**config.mk**
```make
export PLATFORM = sky130hd
export DESIGN_NAME = reg_scoreboard
export DESIGN_NICKNAME = d
export VERILOG_FILES = /design/src/rtl/reg_scoreboard.sv
export SDC_FILE = /design/constraint.sdc
export NUM_CORES = 1
export LEC_CHECK = 0
export ABC_AREA = 1
export CORE_ASPECT_RATIO = 2
export CORE_MARGIN = 10
export CORE_UTILIZATION = 40
export CTS_CLUSTER_DIAMETER = 60
export DETAILED_ROUTE_END_ITERATION = 8
export GPL_ROUTABILITY_DRIVEN = 0
export PLACE_DENSITY = 0.64
export SYNTH_ARGS = -nofsm -noshare
export SYNTH_HDL_FRONTEND = slang
export SYNTH_SLANG_ARGS = --single-unit
```
**constraint.sdc**
```tcl
create_clock -name clk -period 3.25 [get_ports clk]
set_input_delay 0.325 -clock clk [delete_from_list [all_inputs] [get_ports clk]]
set_output_delay 0.325 -clock clk [all_outputs]
set_load 0.1 [all_outputs]
```
**src/rtl/reg_scoreboard.sv**
```systemverilog
// Register scoreboard: per-register pending-write counters with hazard stall, busy and sticky underflow error.
// Optional macro REGSCB_WB_BYPASS_EN lets same-cycle writebacks clear source hazards.
module reg_scoreboard #(
    parameter int NREG = 32,
    parameter int AW   = 5,
    parameter int CNTW = 2,
    parameter int NWB  = 2
) (
    input  logic              clk,
    input  logic              rst,
    input  logic              issue_v,
    input  logic              rs1v,
    input  logic              rs2v,
    input  logic              rdv,
    input  logic [AW-1:0]     rs1,
    input  logic [AW-1:0]     rs2,
    input  logic [AW-1:0]     rd,
    input  logic [NWB-1:0]    wb_we,
    input  logic [NWB*AW-1:0] wb_rd,
    input  logic              jmp,
    input  logic              stall_jmp_mem,
    input  logic              flush,
    output logic              stall,
    output logic              busy,
    output logic              err
);

    localparam int NIDX = 1 << AW;
    localparam int WBW  = $clog2(NWB + 1);
    localparam int SW   = ((CNTW > WBW) ? CNTW : WBW) + 1;

    // Per-index flags; index 0 and indices >= NREG are untracked and stay 0.
    logic [NIDX-1:0] pend_nz;
    logic [NIDX-1:0] eff_nz;
    logic [NIDX-1:0] full_v;
    logic [NIDX-1:0] uflow;
    logic            accept;

    // Handshake: decode holds an instruction with issue_v; it is taken on the
    // rising edge only when stall, jmp, stall_jmp_mem and flush are all low.
    assign accept = issue_v & ~stall & ~jmp & ~stall_jmp_mem & ~flush;

    assign stall = issue_v & ((rs1v & eff_nz[rs1]) |
                              (rs2v & eff_nz[rs2]) |
                              (rdv  & full_v[rd]));

    assign busy = |pend_nz;

    genvar gi;
    generate
        for (gi = 0; gi < NIDX; gi++) begin : g_reg
            if (gi == 0 || gi >= NREG) begin : g_untracked
                assign pend_nz[gi] = 1'b0;
                assign eff_nz[gi]  = 1'b0;
                assign full_v[gi]  = 1'b0;
                assign uflow[gi]   = 1'b0;
            end else begin : g_tracked
                logic [CNTW-1:0] cnt_q;
                logic [CNTW-1:0] cnt_d;
                logic [WBW-1:0]  wbcnt;
                logic [SW-1:0]   sum;
                logic            inc;
                logic            under;

                always_comb begin
                    wbcnt = '0;
                    for (int k = 0; k < NWB; k++) begin
                        if (wb_we[k] && (wb_rd[k*AW +: AW] == AW'(gi)))
                            wbcnt = wbcnt + WBW'(1);
                    end
                end

                // Increment and decrements net out; a full counter never takes
                // an increment because the issue stalls, so sum cannot overflow.
                always_comb begin
                    inc   = accept & rdv & (rd == AW'(gi));
                    sum   = SW'(cnt_q) + SW'(inc);
                    under = (sum < SW'(wbcnt));
                    cnt_d = under ? '0 : (cnt_q + CNTW'(inc) - CNTW'(wbcnt));
                end

                always_ff @(posedge clk) begin
                    if (rst || flush)
                        cnt_q <= '0;
                    else
                        cnt_q <= cnt_d;
                end

                assign pend_nz[gi] = (cnt_q != '0);
                assign full_v[gi]  = (cnt_q == {CNTW{1'b1}});
                assign uflow[gi]   = under;
`ifdef REGSCB_WB_BYPASS_EN
                assign eff_nz[gi]  = (SW'(cnt_q) > SW'(wbcnt));
`else
                assign eff_nz[gi]  = pend_nz[gi];
`endif
            end
        end
    endgenerate

    // Flush discards the cycle's writebacks, so it cannot raise an underflow.
    always_ff @(posedge clk) begin
        if (rst)
            err <= 1'b0;
        else if (!flush && (|uflow))
            err <= 1'b1;
    end

endmodule

```
==> results.rst <==
.. list-table::
   :header-rows: 1

   * - Metric
     - Value
   * - Result of the run
     - complete, but fails checks
   * - Failing checks
     - setup timing
   * - Number of buffers added by the clock tree synthesis step
     - 9
   * - Fin crit period
     - 3.53 ns
   * - Cells along the critical path
     - nor2_4 -> buf_6 -> o211ai_1 -> nand3_1 -> nand3_1 -> nand2_1 -> nand2_1 -> nand3_2 -> nand4_1 -> buf_6 -> buf_6 -> nor2_1 -> ha_1 -> fa_1 -> nand2_1 -> o21bai_2 -> nand2_1 -> nor2_4 -> nand4_1 -> nor3_2 -> nand2_1 -> nand2_1 -> nand2_1
   * - Mapped Nets
     - 1566
   * - RSZ-0062 raised after global routing
     - true
   * - Distinct cells, synth
     - 29
   * - Top-Level Pins
     - 39
   * - Maximum frequency from static timing analysis
     - 283 MHz
   * - Worst-path fanout max
     - 10
   * - Combinational Power Share
     - 26.1%
   * - Number of nets in the final layout
     - 1791
   * - Final-report hold violation count
     - 0
   * - Yosys reg bits
     - 63
   * - Number of placed instances with taps included
     - 1819
   * - Net Switching
     - 785 uW
   * - Ant. Diodes
     - 0
   * - Hold crit path type
     - reg2reg
   * - Int Power
     - 1640 uW
   * - Root buf cell
     - clkbuf_16
   * - Reg power frac
     - 32.5%
   * - Synth top area cells
     - ha_1, dfxtp_1, inv_1
   * - Area growth from synthesis to layout
     - 32.9%
   * - Library cell appearing most often on the critical path
     - nand2_1
   * - Half-perimeter wire length after placement
     - 24900 um
   * - Area occupied by multi-input gates
     - 6550 um^2
   * - Max-slew headroom at the worst pin
     - 34.3%
   * - Port buffer count
     - 38
   * - Standard-cell rows
     - 76
   * - Gr usage total
     - 20.7%
   * - Max-slew violation total from the final report
     - 0
   * - Crit Path Class
     - reg2reg
   * - Fillcell total
     - 2170
   * - Standard cell with the maximum stage delay on the critical path
     - fa_1
   * - Post-Place Setup Slack
     - -1.09 ns
   * - Power per Cell Area
     - 209 nW/um^2
   * - CP max stage delay
     - 0.51 ns
   * - Violation count after the first detailed-route iteration
     - 610
   * - Clock input transition at the sequential cells of the worst setup and hold paths
     - 0.06 ns
   * - Post-detailed-route count of antenna-violating nets
     - 0
   * - Final worst-path cycle share
     - 109%
   * - Fraction of power spent switching nets
     - 32.4%
   * - Sequential area share after synthesis
     - 14.4%
   * - Height of the die
     - 229 um
   * - Mapped cell area
     - 8730 um^2
   * - Worst-Skew Late Latency
     - 0.36 ns
   * - Post-Layout Inst Area
     - 11600 um^2
   * - CP Capture Type
     - register
   * - Number of max-cap violations
     - 0
   * - Die outline area
     - 28500 um^2
   * - Max clock buf depth
     - 2
   * - Total leakage power
     - 0.00582 uW
   * - Initial antenna violation count
     - 0
   * - Transition at the pin with the smallest max-transition slack
     - 0.983 ns
   * - CTS Sinks
     - 63
   * - Routed length per instance
     - 16.2 um
   * - Depth of the CTS H-tree
     - 3
   * - Startpoint types
     - register
   * - Data arrival time of the critical path
     - 3.79 ns
   * - Start of the worst register-to-register path
     - g_reg[21].g_tracked.cnt_q[1]
   * - Maximum vdd ir drop
     - 244 uV
   * - Remaining routing DRC violations
     - 0
   * - Clock skew
     - 0.00556 ns
   * - Depth of the worst register-to-register path
     - 23
   * - Final setup violation count
     - 1
   * - CP Data Required Time
     - 3.50 ns
   * - Fraction of synthesized cell area taken by the top area cell type
     - 22.2%
   * - Final cell count without fillers
     - 1847
   * - Setup ws final
     - -0.284 ns
   * - Post-synthesis cell count
     - 1344
   * - DP Area
     - 10800 um^2
   * - Core outline area
     - 21500 um^2
   * - Area taken by flip-flops and latches
     - 1310 um^2
   * - Starting Density
     - 40.6%
   * - Synthesis warning total
     - 0
   * - Largest net degree at the start of global routing
     - 33
   * - Timing startpoint of the critical path
     - g_reg[21].g_tracked.cnt_q[1]
   * - Wire length of the first global-routing pass
     - 47300 um
   * - Die extent in x
     - 124 um
   * - Fraction of layout instances using a drive strength above 1
     - 21.9%
   * - Relative contribution of the clock network to total power
     - 41.4%
   * - Routed via count
     - 9137
   * - Hold buffer count at CTS
     - 0
   * - Number of global-route vias before repair
     - 9541
   * - End of the worst register-to-register path
     - err
   * - Worst setup path endpoint
     - err
   * - CTS tree
     - done
   * - FF-to-FF setup slack
     - -0.28 ns
   * - Mean post-synth cell area
     - 6.50 um^2
   * - Cell accounting for the most synthesized area
     - ha_1
   * - GRT Residual Overflow
     - 0
   * - Vias per Instance
     - 4.95
   * - First-pass DRT Iterations
     - 5
   * - Detailed Route WL
     - 30000 um
[power by group through the flow]
stage / clock network (uW) / registers [uW] / logic [uW]
final: 1000 / 788 / 632
after CTS: 1020 / 791 / 620
after detailed placement: 0 / 807 / 597
after global routing: 1050 / 789 / 682
after global placement: 0 / 807 / 593
after floorplan: 0 / 823 / 309
[Yosys cell counts]
library cell    n
buf_2           5
dfxtp_1        63
fa_1           31
nor3_1         10
nor4_1          5
o21bai_1        9
and2_1          2
buf_4           3
nand2_2         1
xnor2_1        93
or2_2           4
clkbuf_2        1
ha_1          155
nand4_1        12
nand2_1       277
nor2_4          2
o21ai_0        13
inv_2           3
nor2_1        230
buf_1           1
nor2_2          1
clkbuf_1       16
nor3b_1         1
inv_1         292
nand3_1        89
a31oi_1        19
o211ai_1        1
nand3_2         1
o21ai_1         4
[placed cells by master, fill, tap and decap left out, drive strengths merged, types with 2 or more instances in the layout]
master,count
inv,295
nand2,278
nor2,233
buf,204
ha,155
xnor2,93
nand3,90
dfxtp,63
fa,31
clkdlybuf4s50,27
a31oi,19
o21ai,17
clkbuf,14
nand4,12
nor3,10
o21bai,9
nor4,5
dlygate4sd2,5
or2,4
clkinv,3
and2,2
dlymetal6s2s,2
[metrics by stage]
stage | setup TNS, ns | total power [uW] | utilization (%) | hold slack, ns
3_3_place_gp | -23.24 | 1400 | 50.3 | 0.541
5_1_grt | -0.742 | 2520 | 54.0 | 0.574
4_1_cts | -0.560 | 2430 | 53.1 | 0.549
2_1_floorplan | 0 | 1130 | - | 0.468
3_5_place_dp | -24.85 | 1400 | 50.3 | 0.526
6_report | -0.284 | 2420 | 54.0 | 0.544
[per-layer routing]
layer / wire, um / vias to the layer above / track usage (%)
met5: 0 / - / 0
met3: 1220 / 130 / 3.32
met1: 10500 / 4214 / 19.5
met2: 15600 / 279 / 37.6
li1: - / 4514 / -
met4: 2610 / 0 / 18.3
[sequential cells by signal, summed over array words and instances (netlist names)]
signal	flops
g.g_tracked.cnt_q	62
err	1
[critical path, delay by kind of cell, from the launching register on]
| family | cells | cell delay, ns |
|---|---|---|
| buffers and inverters | 3 | 0.44 |
| AND/OR/NAND/NOR | 16 | 1.53 |
| flip-flops | 1 | 0.37 |
| AO/OA/AOI/OAI | 2 | 0.32 |
| adder cells (fa/ha/maj) | 2 | 0.72 |
[timing repair]
action / in CTS / in global routing
pin swaps: 19 / 50
endpoints found under the setup margin: 36 / 31
buffers inserted: 12 / 5
hold endpoints to repair: 0 / 0
gates resized for setup: 74 / 89
cloned: 1 / 0
[kinds of logic (layout without fill, tap and decap cells)]
logic type / count (synthesis) / after routing / synth area share (%)
xor+xnor: 93 / 93 / 9.33
flops: 63 / 63 / 14.4
fa+ha+maj: 186 / 186 / 29.3
buf+inv: 321 / 551 / 14.0
simple gates: 635 / 635 / 29.7
compound gates: 46 / 46 / 3.19
[worst min-delay path by stage]
stage                to  cells after the start  startpoint
CTS                 err                      2         err
finish              err                      2         err
detailed placement  err                      2         err
floorplan           err                      3         rst
global placement    err                      2         err
global route        err                      2         err
[area by class of cell]
class / instances / share of cell area [%]
tap: 273 / 2.94
clock buffer: 12 / 2.12
timing repair buffer: 240 / 17.3
inverter: 295 / 9.54
sequential: 63 / 11.3
multi-input combinational: 960 / 56.4
clock inverter: 4 / 0.388
Note: power is estimated with default switching activity, not from simulation.
